`src/rtl/digit_serial_comparator.sv`:
```
// digit_serial_comparator
// Multi-cycle magnitude comparator. Two WIDTH-bit operands are walked
// MSB-first, DIGIT bits per clock, and the walk stops on the first digit
// that differs. Results land on registered one-hot equal / less_than /
// greater_than flags together with a one-cycle done pulse.
//
// Optional build macro: DIGIT_SERIAL_COMPARATOR_SIGNED_EN
//   When defined, a and b are treated as two's complement. The sign bit of
//   both operands is inverted at capture, which turns signed order into
//   plain unsigned order so the digit walk itself is unchanged.
module digit_serial_comparator #(
  parameter int WIDTH = 16,
  parameter int DIGIT = 4
) (
  input  logic             clk,
  input  logic             rst,
  input  logic             start,
  input  logic [WIDTH-1:0] a,
  input  logic [WIDTH-1:0] b,
  output logic             busy,
  output logic             done,
  output logic             equal,
  output logic             less_than,
  output logic             greater_than
);

  localparam int NDIG = WIDTH / DIGIT;
  localparam int KW   = (NDIG > 1) ? $clog2(NDIG) : 1;
  localparam logic [KW-1:0] LAST_K = KW'(NDIG - 1);

  typedef enum logic {
    IDLE,
    RUN
  } state_t;

  state_t           state;
  state_t           next_state;
  logic [WIDTH-1:0] a_in;
  logic [WIDTH-1:0] b_in;
  logic [WIDTH-1:0] a_sh;
  logic [WIDTH-1:0] b_sh;
  logic [KW-1:0]    k;
  logic [DIGIT-1:0] a_dig;
  logic [DIGIT-1:0] b_dig;
  logic             load;
  logic             step;
  logic             finish;
  logic             set_eq;
  logic             set_lt;
  logic             set_gt;

`ifdef DIGIT_SERIAL_COMPARATOR_SIGNED_EN
  localparam logic [WIDTH-1:0] SIGN_MASK = WIDTH'(1) << (WIDTH - 1);
  assign a_in = a ^ SIGN_MASK;
  assign b_in = b ^ SIGN_MASK;
`else
  assign a_in = a;
  assign b_in = b;
`endif

  // The digit under test is always the top DIGIT bits of the shift registers
  assign a_dig = a_sh[WIDTH-1 -: DIGIT];
  assign b_dig = b_sh[WIDTH-1 -: DIGIT];
  assign busy  = (state == RUN);

  // State register; reset throws away any compare in flight
  always_ff @(posedge clk) begin
    if (rst) begin
      state <= IDLE;
    end else begin
      state <= next_state;
    end
  end

  // Next-state logic: accept start in IDLE, decide or advance one digit in RUN
  always_comb begin
    next_state = state;
    load       = 1'b0;
    step       = 1'b0;
    finish     = 1'b0;
    set_eq     = 1'b0;
    set_lt     = 1'b0;
    set_gt     = 1'b0;
    case (state)
      IDLE: begin
        if (start) begin
          load       = 1'b1;
          next_state = RUN;
        end
      end
      RUN: begin
        if (a_dig > b_dig) begin
          set_gt     = 1'b1;
          finish     = 1'b1;
          next_state = IDLE;
        end else if (a_dig < b_dig) begin
          set_lt     = 1'b1;
          finish     = 1'b1;
          next_state = IDLE;
        end else if (k == LAST_K) begin
          set_eq     = 1'b1;
          finish     = 1'b1;
          next_state = IDLE;
        end else begin
          step = 1'b1;
        end
      end
      default: begin
        next_state = IDLE;
      end
    endcase
  end

  // Operand shift registers and digit index: load on start, shift per equal digit
  always_ff @(posedge clk) begin
    if (rst) begin
      a_sh <= '0;
      b_sh <= '0;
      k    <= '0;
    end else if (load) begin
      a_sh <= a_in;
      b_sh <= b_in;
      k    <= '0;
    end else if (step) begin
      a_sh <= a_sh << DIGIT;
      b_sh <= b_sh << DIGIT;
      k    <= k + KW'(1);
    end
  end

  // Result flags hold the last outcome; done pulses for the cycle they change
  always_ff @(posedge clk) begin
    if (rst) begin
      done         <= 1'b0;
      equal        <= 1'b0;
      less_than    <= 1'b0;
      greater_than <= 1'b0;
    end else begin
      done <= finish;
      if (finish) begin
        equal        <= set_eq;
        less_than    <= set_lt;
        greater_than <= set_gt;
      end
    end
  end

endmodule

```
`config.mk`:
```
export PLATFORM = sky130hd
export DESIGN_NAME = digit_serial_comparator
export DESIGN_NICKNAME = d
export VERILOG_FILES = /design/src/rtl/digit_serial_comparator.sv
export SDC_FILE = /design/constraint.sdc
export NUM_CORES = 1
export LEC_CHECK = 0
export BUFFER_PORTS_ARGS = -buffer_cell sky130_fd_sc_hd__buf_2
export CAP_MARGIN = 20
export CORE_ASPECT_RATIO = 0.75
export CORE_UTILIZATION = 44
export DETAILED_ROUTE_END_ITERATION = 16
export HOLD_SLACK_MARGIN = 0.06
export PLACE_DENSITY = 0.77
export SETUP_SLACK_MARGIN = 0.2
export SLEW_MARGIN = 10
export SYNTH_ARGS = -nofsm -noshare
export SYNTH_HDL_FRONTEND = slang
export SYNTH_SLANG_ARGS = --single-unit
```
`constraint.sdc`:
```
create_clock -name clk -period 1.8 [get_ports clk]
set_input_delay 0.36 -clock clk [delete_from_list [all_inputs] [get_ports clk]]
set_output_delay 0.36 -clock clk [all_outputs]
set_load 0.02 [all_outputs]
```
-- Word level (Yosys, flattened, before mapping)
Index checks and enable logic that the tools add are counted.
- register bits: 39
- input bits: 35
- logic and storage cells: 38
- output and inout port bits: 5
- reduce and logical (&&, ||, !) cells: 2
- magnitude comparators: 2
- add/sub/neg operators: 1
- bitwise logic cells: 1
- multiplexer cells: 23
- equal/unequal tests: 1
- operator list (kind ; number):
    $mux 16 ; 4
    $mux 1 ; 18
    $gt 4x4->1 ; 1
    $lt 4x4->1 ; 1
    $add 2x1->2 const B ; 1
    $eq 2x2->1 const B ; 1
    $pmux 1 s2 ; 1
    $reduce_bool 2->1 ; 1
    $reduce_or 2->1 ; 1
    $not 1->1 ; 1

-- Depth between registers and ports, before layout
Gate-level depths: netlist of the first run.
- depth in word-level cells: 7
- depth in mapped cells: 7

-- Worst setup path after synthesis of the first run
Ideal clock, no wire load.
- path type: flip-flop to flip-flop
- start: register b_sh[15]
- end: register a_sh[15]
- setup slack: 0.014 ns
- stages on the path, launching flop included: 8
- library setup time: 0.132 ns
- buffers on the path: 1
- arrival: 1.654 ns
- cell sequence: dfxtp_1 inv_1 ha_1 a21o_1 o311a_2 buf_2 a32oi_1 a21oi_1
- cells in the longest elaborated chain, start to end: 5
- elaborated cells on any way between the ends: 6
- RTL lines (item ; line ; RTL):
    start: declaration ; 41 ; logic [WIDTH-1:0] b_sh;
    start signal: assignment ; 122 ; b_sh <= b_in;
    start signal: assignment ; 126 ; b_sh <= b_sh << DIGIT;
    $lt 4x4->1 ; 96 ; end else if (a_dig < b_dig) begin
    $mux 1 ; 96 ;
    $mux 1 (*) ; 92 ; if (a_dig > b_dig) begin
    $mux 1 (*) ; 84 ; case (state)
    $reduce_bool 2->1 (no line) (*) ; - ;
    end signal: assignment ; 121 ; a_sh <= a_in;
    end signal: assignment ; 125 ; a_sh <= a_sh << DIGIT;
    end: declaration ; 40 ; logic [WIDTH-1:0] a_sh;
Mark *: on every way between the ends. The rest lies on a longest branch, timed or not.
A chain may end at the register's enable or synchronous reset.

-- Final worst setup path of the first run
- start: register b_sh[13]
- end: register b_sh[10]
- cells in the longest elaborated chain, start to end: 5
- elaborated cells on any way between the ends: 6
- RTL lines (item ; line):
    $lt 4x4->1 ; 96
    $mux 1 ; 96
    $mux 1 (*) ; 92
    $mux 1 (*) ; 84
    $reduce_bool 2->1 (no line) (*) ; -
Marks and branches as above.

==> results of run 1 <==
-- state kept, by name, indices dropped and copies added (netlist names) --
signal and count:
busy 1, equal 1, a_sh 16, k 2
less_than 1, done 1, b_sh 16, greater_than 1
-- cell usage in the layout, fill, tap and decap left out, types with 2 or more instances in the layout --
| cell | Yosys | routed |
|---|---|---|
| buf_2 | 8 | 40 |
| dfxtp_2 | 0 | 5 |
| buf_8 | 0 | 3 |
| a2111oi_4 | 0 | 2 |
| clkbuf_8 | 0 | 6 |
| nand2_1 | 10 | 10 |
| inv_1 | 7 | 5 |
| inv_2 | 0 | 2 |
| ha_1 | 5 | 3 |
| dfxtp_1 | 39 | 34 |
| ha_4 | 0 | 2 |
| buf_4 | 1 | 12 |
| a211oi_2 | 0 | 3 |
| a32oi_2 | 0 | 6 |
| o311ai_4 | 1 | 2 |
| o21ai_0 | 4 | 2 |
| buf_6 | 1 | 9 |
| nor3_2 | 0 | 3 |
| a2111oi_2 | 2 | 4 |
| buf_12 | 0 | 2 |
| nor2b_1 | 3 | 2 |
| a32oi_1 | 17 | 11 |
| nor2_1 | 12 | 11 |
| o211ai_1 | 25 | 25 |
| a21oi_1 | 31 | 30 |
-- worst register-to-register path, cell delays in order, from the launching register on --
cell and delay, ns:
dfxtp_2 0.34, inv_2 0.05, ha_4 0.21, nor2b_4 0.13, buf_6 0.11, o311a_4 0.41
buf_6 0.15, a211oi_2 0.31, a2111oi_4 0.09
-- through the flow --
step	setup slack, ns	area, um^2
after floorplan	0.130	1880
after global placement	-0.129	2160
after detailed placement	-0.145	2160
after CTS	-0.0645	2490
after global routing	-0.183	2650
final	-0.155	2650
-- cell usage after synthesis (all sizes together) (2+ instances only) --
| master | n | area share [%] |
|---|---|---|
| nand2 | 11 | 2.4 |
| o21ai | 4 | 1.1 |
| nand3 | 2 | 0.55 |
| dfxtp | 39 | 43 |
| a211oi | 4 | 1.6 |
| buf | 11 | 3.4 |
| o211ai | 25 | 10 |
| a32oi | 17 | 8.1 |
| a21oi | 31 | 8.5 |
| nor2b | 3 | 1.0 |
| nor3 | 4 | 1.1 |
| inv | 7 | 1.4 |
| clkbuf | 11 | 2.3 |
| nor2 | 12 | 2.5 |
| ha | 5 | 3.4 |
| a2111oi | 6 | 3.8 |
-- cells by family after synthesis --
logic type                 after synthesis
AOI/OAI and AO/OA                       94
adders and majority gates                5
buffers and inverters                   29
DFF                                     39
and+or+nand+nor                         36
-- area by class of cell --
type | instances | area [um^2]
well taps | 52 | 65.1
clock buffers | 6 | 82.6
flip-flops and latches | 39 | 787
fillers | 309 | 1180
repair buffers | 67 | 502
inverters | 7 | 26.3
clock inverters | 2 | 35.0
multi-input cells | 136 | 1150
-- worst paths after layout --
path	slack, ns	cells past startpoint	startpoint	to
min	0.30	3	a[1]	a_sh[1]
max	-0.15	8	b_sh[13]	b_sh[10]
min reg2reg	0.49	2	greater_than	greater_than
max reg2reg	-0.15	8	b_sh[13]	b_sh[10]
-- power groups by stage --
stage / Clock (mW) / Combinational (mW) / Sequential [mW]
6_report: 0.774 / 0.909 / 0.977
5_1_grt: 0.816 / 0.967 / 0.984
4_1_cts: 0.778 / 0.754 / 0.972
3_5_place_dp: 0 / 0.578 / 0.988
3_3_place_gp: 0 / 0.572 / 0.985
2_1_floorplan: 0 / 0.388 / 0.988
-- routing by layer --
layer  wire [um]  up-vias  GRT usage [%]
li1            -      892              -
met1        2420      883           33.1
met2        2540       65           40.5
met3         322       10           4.88
met4          70        0           9.07
met5           0        -              0
-- timing repair --
item | in CTS | in global routing
cloned | 3 | 1
pin swaps | 12 | 19
buffers inserted | 6 | 3
endpoints found under the setup margin | 37 | 40
hold buffers | 0 | 0
gates resized for setup | 29 | 20
==> metrics.md, run 1 <==
| Metric | Value |
|---|---|
| Status | complete, but fails checks |
| Failing checks | setup timing |
| I/O pin cnt | 40 |
| Total grt overflow | 0 |
| Slew Viols, Final | 0 |
| CTS buffer count | 5 |
| Switch Pwr | 0.831 mW |
| Sequential Power Share | 36.7% |
| Hold_ws | 0.297 ns |
| Syn_area_per_cell | 9.02 um^2 |
| YS warnings | 0 |
| Synth Area in Adders | 3.42% |
| Max Cap Viol | 0 |
| Top cell by count, worst path | buf_6 |
| H-tree levels | 2 |
| Routability cong. | 0.799 |
| CTS Buffer Depth | 2 |
| Clk slew on worst S/H paths | 0.08 ns |
| CTS tree | yes |
| Combinational power share | 34.2% |
| Core Rows | 19 |
| Layout cells sized above 1 | 44.4% |
| Setup Total Neg Slack | -1.86 ns |
| Largest net degree at the start of global routing | 39 |
| CTS Root Cell | clkbuf_8 |
| Max FO, Critical Path | 5 |
| Sequential area share after synthesis | 42.6% |
| Post-synth EDFFs | 0 |
| Cell family with most CP delay | compound AO/OA/AOI/OAI gates |
| Final worst slack | -0.155 ns |
| Measured slew at the worst slew-check pin | 0.835 ns |
| Period minus WS final | 1.95 ns |
| Worst Setup Start Kind | flop |
| Vias in the first global route | 1750 |
| Netlist cell types | 32 |
| Final Power | 2.66 mW |
| Via density | 5.99 |
| Complex-gate fraction of the synthesized area | 37.7% |
| Fmax | 512 MHz |
| Crit-path max cell delay | 0.41 ns |
| Finished Layout Cells | 309 |
| N_diodes | 0 |
| CP Data Arrival Time | 2.10 ns |
| Clock Skews | 0.00305 ns |
| Slew HR | 44.3% |
| Input/output buffers | 39 |
| P_leak | 0.993 nW |
| Final setup viols | 28 |
| Worst EP required | 1.95 ns |
| CTS sink count | 39 |
| CP max-delay cell | o311a_4 |
| Placed cell count | 288 |
| Post-synth ARST share | 0% |
| Initial Util | 47.9% |
| Die height | 57.9 um |
| CP Buf/Inv Count | 3 |
| Antenna viol nets, final | 0 |
| Global Route Usage Sum | 24.8% |
| Core Area | 3830 um^2 |
| Combinational family with the most area after synthesis | compound AO/OA/AOI/OAI gates |
| Synth Area in XOR/XNOR | 0% |
| Setup crit end kind | flop |
| Cell area after synthesis | 1830 um^2 |
| Cell Chain, Critical Path | inv_2 > ha_4 > nor2b_4 > buf_6 > o311a_4 > buf_6 > a211oi_2 > a2111oi_4 |
| DR WL/cell | 17.3 um |
| Initial antenna violation count | 0 |
| FF+latch count, synth | 39 |
| Final WL | 5.35 mm |
| Fin nets | 296 |
| DRC viols | 0 |
| DR iter-0 viols | 83 |
| Crit share post-route | 109% |
| Hold WC Path Type | primary input to flop |
| Syn Inst Count | 203 |
| Syn nets | 243 |
| Unrepaired setup endpoints after global routing | true |
| Drt first pass iters | 4 |
| Layout Utilization | 69.1% |
| Post-Synth Simple-Gate Area | 9.15% |
| Vias | 1850 |
| Crit path kind | flop to flop |
| Internal power | 1.83 mW |
| Clock network power share | 29.1% |
| Syn-to-layout area delta | 44.4% |
| Switching Fraction | 31.2% |
| Die span in x | 76.5 um |
| Post-synth top flop | dfxtp_1 |
| Die Area | 4430 um^2 |
| Clock latency on the worst-skew pair | 0.29 ns |
| Mux share of post-synthesis cell area | 0% |
| Worst IR Drop VDD | 0.569 mV |
| Post-DP HPWL | 3.04 mm |
| Cell Pwr Density | 1010 nW/um^2 |
| Final Hold Fails | 0 |
| First-pass GRT wire length | 8.59 mm |
Power figures use the tool's default switching activity.
==> inputs of run 2 (changes only) <==
--- a/config.mk
+++ b/config.mk
@@ -7,7 +7,6 @@
 export LEC_CHECK = 0
 export BUFFER_PORTS_ARGS = -buffer_cell sky130_fd_sc_hd__buf_2
 export CAP_MARGIN = 20
-export CORE_ASPECT_RATIO = 0.75
 export CORE_UTILIZATION = 44
 export DETAILED_ROUTE_END_ITERATION = 16
 export HOLD_SLACK_MARGIN = 0.06
==> metrics.md, run 2 (synthesis gave the netlist of run 1 again) <==
| Metric | Value |
|---|---|
| Commonest non-fill, non-tap cells in the layout | buf_2 (39), dfxtp_1 (34), a21oi_1 (31), o211ai_1 (25), buf_4 (15) |
| GR Layer Usage met3 | 5.31% (+0.43 points) |
| Failing checks | setup timing |
| Fmax | 552 MHz (+7.9%) |
| Reg2Reg Setup Slack | -0.01 ns (+0.14 ns) |
| First-pass GRT wire length | 8.22 mm (-4.3%) |
| DR WL/cell | 17.3 um (-0.42%) |
| Clock latency on the worst-skew pair | 0.30 ns (about the same) |
| Hold_ws | 0.295 ns (-0.00143 ns) |
| Slew HR | 58.5% (+14 points) |
| Post-DP HPWL | 3.06 mm (+0.77%) |
| Worst EP required | 1.99 ns (+0.04 ns) |
| Placed cell count | 287 (-0.35%) |
| GRT met1 Usage | 32.3% (-0.76 points) |
| N_diodes | 0 (unchanged) |
| Crit-path max cell delay | 0.36 ns (-0.05 ns) |
| Final WL | 5.24 mm (-2.0%) |
| Final Hold Fails | 0 (unchanged) |
| Met2 usage in global routing | 39.3% (-1.3 points) |
| Period minus WS final | 1.81 ns (-0.144 ns) |
| Die span in x | 66.5 um (-13%) |
| DRC viols | 0 (unchanged) |
| Crit share post-route | 101% (-8.0 points) |
| CTS Root Cell | clkbuf_8 |
| Layout cells sized above 1 | 43.7% (-0.66 points) |
| Min-delay src | a[0] |
| P_leak | 0.949 nW (-4.4%) |
| Finished Layout Cells | 304 (-1.6%) |
| Setup crit end kind | flop |
| Reg2reg end | b_sh[5] |
| Final setup viols | 3 (-89%) |
| R2R depth | 7 (-1) |
| Global Route Usage Sum | 24.7% (-0.099 points) |
| CTS Buffer Depth | 2 (unchanged) |
| Initial Util | 45.8% (-2.1 points) |
| Core Area | 4000 um^2 (+4.5%) |
| Most common cell after layout, fill and taps aside | buf_2 |
| CTS buffer count | 5 (unchanged) |
| Status | complete, but fails checks |
| Largest net degree at the start of global routing | 30 (-23%) |
| CP max-delay cell | a2111oi_2 |
| Gr busiest metal | met2 |
| Hold WC Path Type | primary input to flop |
| Measured slew at the worst slew-check pin | 0.622 ns (-0.213 ns) |
| Routability cong. | 0.864 (+8.2%) |
| Fin nets | 293 (-1.0%) |
| Die Area | 4420 um^2 (about the same) |
| Drt first pass iters | 4 (unchanged) |
| H-tree levels | 2 (unchanged) |
| Max FO, Critical Path | 7 (+2) |
| Input/output buffers | 39 (unchanged) |
| Vias | 1853 (+0.16%) |
| Die height | 66.5 um (+15%) |
| Via density | 6.10 (+1.8%) |
| Initial antenna violation count | 0 (unchanged) |
| CTS sink count | 39 (unchanged) |
| Worst IR Drop VDD | 0.665 mV (+17%) |
| Worst setup endpoint | b_sh[5] |
| Cts hold-fix bufs | 0 (unchanged) |
| Crit. Startpoint | b_sh[15] |
| Regs by FF count | a_sh (16), b_sh (16), k (2) |
| Crit path kind | flop to flop |
| Layout Utilization | 63.7% (-5.4 points) |
| Antenna viol nets, final | 0 (unchanged) |
| Worst r2r src | b_sh[15] |
| Slew Viols, Final | 0 (unchanged) |
| Final Power | 2.40 mW (-9.8%) |
| Vias in the first global route | 1728 (-1.3%) |
| Cell Chain, Critical Path | inv_2 > ha_4 > a21o_4 > o311ai_4 > buf_6 > nor3_2 > a2111oi_2 |
| Syn-to-layout area delta | 39.1% |
| CTS tree | yes |
| Clk slew on worst S/H paths | 0.08 ns (about the same) |
| Core Rows | 23 (+4) |
| Clock Skews | 0.00516 ns (+0.00211 ns) |
| DR iter-0 viols | 144 (+73%) |
| I/O pin cnt | 40 (unchanged) |
| Cell Pwr Density | 942 nW/um^2 (-6.3%) |
| Final worst slack | -0.0109 ns (+0.144 ns) |
| Max Cap Viol | 0 (unchanged) |
| Unrepaired setup endpoints after global routing | true |
| Total grt overflow | 0 (unchanged) |
| Worst Setup Start Kind | flop |
| CP Data Arrival Time | 2.00 ns (-0.10 ns) |
-- run 2: cell types whose count changed in the layout (fill, tap and decap cells not counted), moves of 2 or more --
cell,before,now
ha_4,2,4
clkinvlp_4,0,2
ha_1,3,1
buf_8,3,0
buf_4,12,15
-- run 2: repair_timing --
| action | CTS | global route |
|---|---|---|
| gates resized for setup | 23 | 17 |
| buffers inserted | 2 | 5 |
| setup endpoints to repair | 36 | 37 |
| pin swaps | 18 | 16 |
| cloned | 2 | 0 |
-- run 2: power by group --
group | internal (mW) | total (mW) | leakage, nW | switching, mW
logic | 0.390 | 0.820 | 0.586 | 0.430
clock network | 0.270 | 0.605 | 0.0402 | 0.335
registers | 0.932 | 0.976 | 0.323 | 0.0445
-- run 2: critical path: cells and delay by family, from the launching register on --
kind	cells	cell delay (ns)
DFF	1	0.35
adders and majority gates	1	0.22
and+or+nand+nor	1	0.04
buffers and inverters	2	0.22
AOI/OAI and AO/OA	3	0.87
-- run 2: worst min-delay path by stage --
stage	end	cells past startpoint
global placement	greater_than	2
CTS	a_sh[0]	3
global route	a_sh[0]	3
detailed placement	greater_than	2
finish	a_sh[0]	3
floorplan	k[1]	2
-- run 2: per-layer routing --
metal,vias to the layer above,part of all wire (%)
li1,884,-
met1,872,43
met2,87,49
met3,10,6.9
met4,0,1.7
met5,-,0
-- run 2: through the flow --
| step | setup slack (ns) | setup TNS, ns | area, um^2 |
|---|---|---|---|
| after global placement | -0.00882 | -0.0137 | 2180 |
| final | -0.0109 | -0.0244 | 2550 |
| after CTS | -0.0137 | -0.0137 | 2390 |
| after floorplan | 0.130 | 0 | 1880 |
| after detailed placement | -0.0653 | -0.161 | 2180 |
| after global routing | -0.0896 | -0.909 | 2550 |
-- run 2: final cells by class --
class | count | area, um^2
clock buffers | 5 | 68.8
clock inverters | 3 | 20.0
fillers | 327 | 1450
inverters | 7 | 26.3
multi-input cells | 136 | 1140
flip-flops and latches | 39 | 787
well taps | 50 | 62.6
repair buffers | 64 | 438
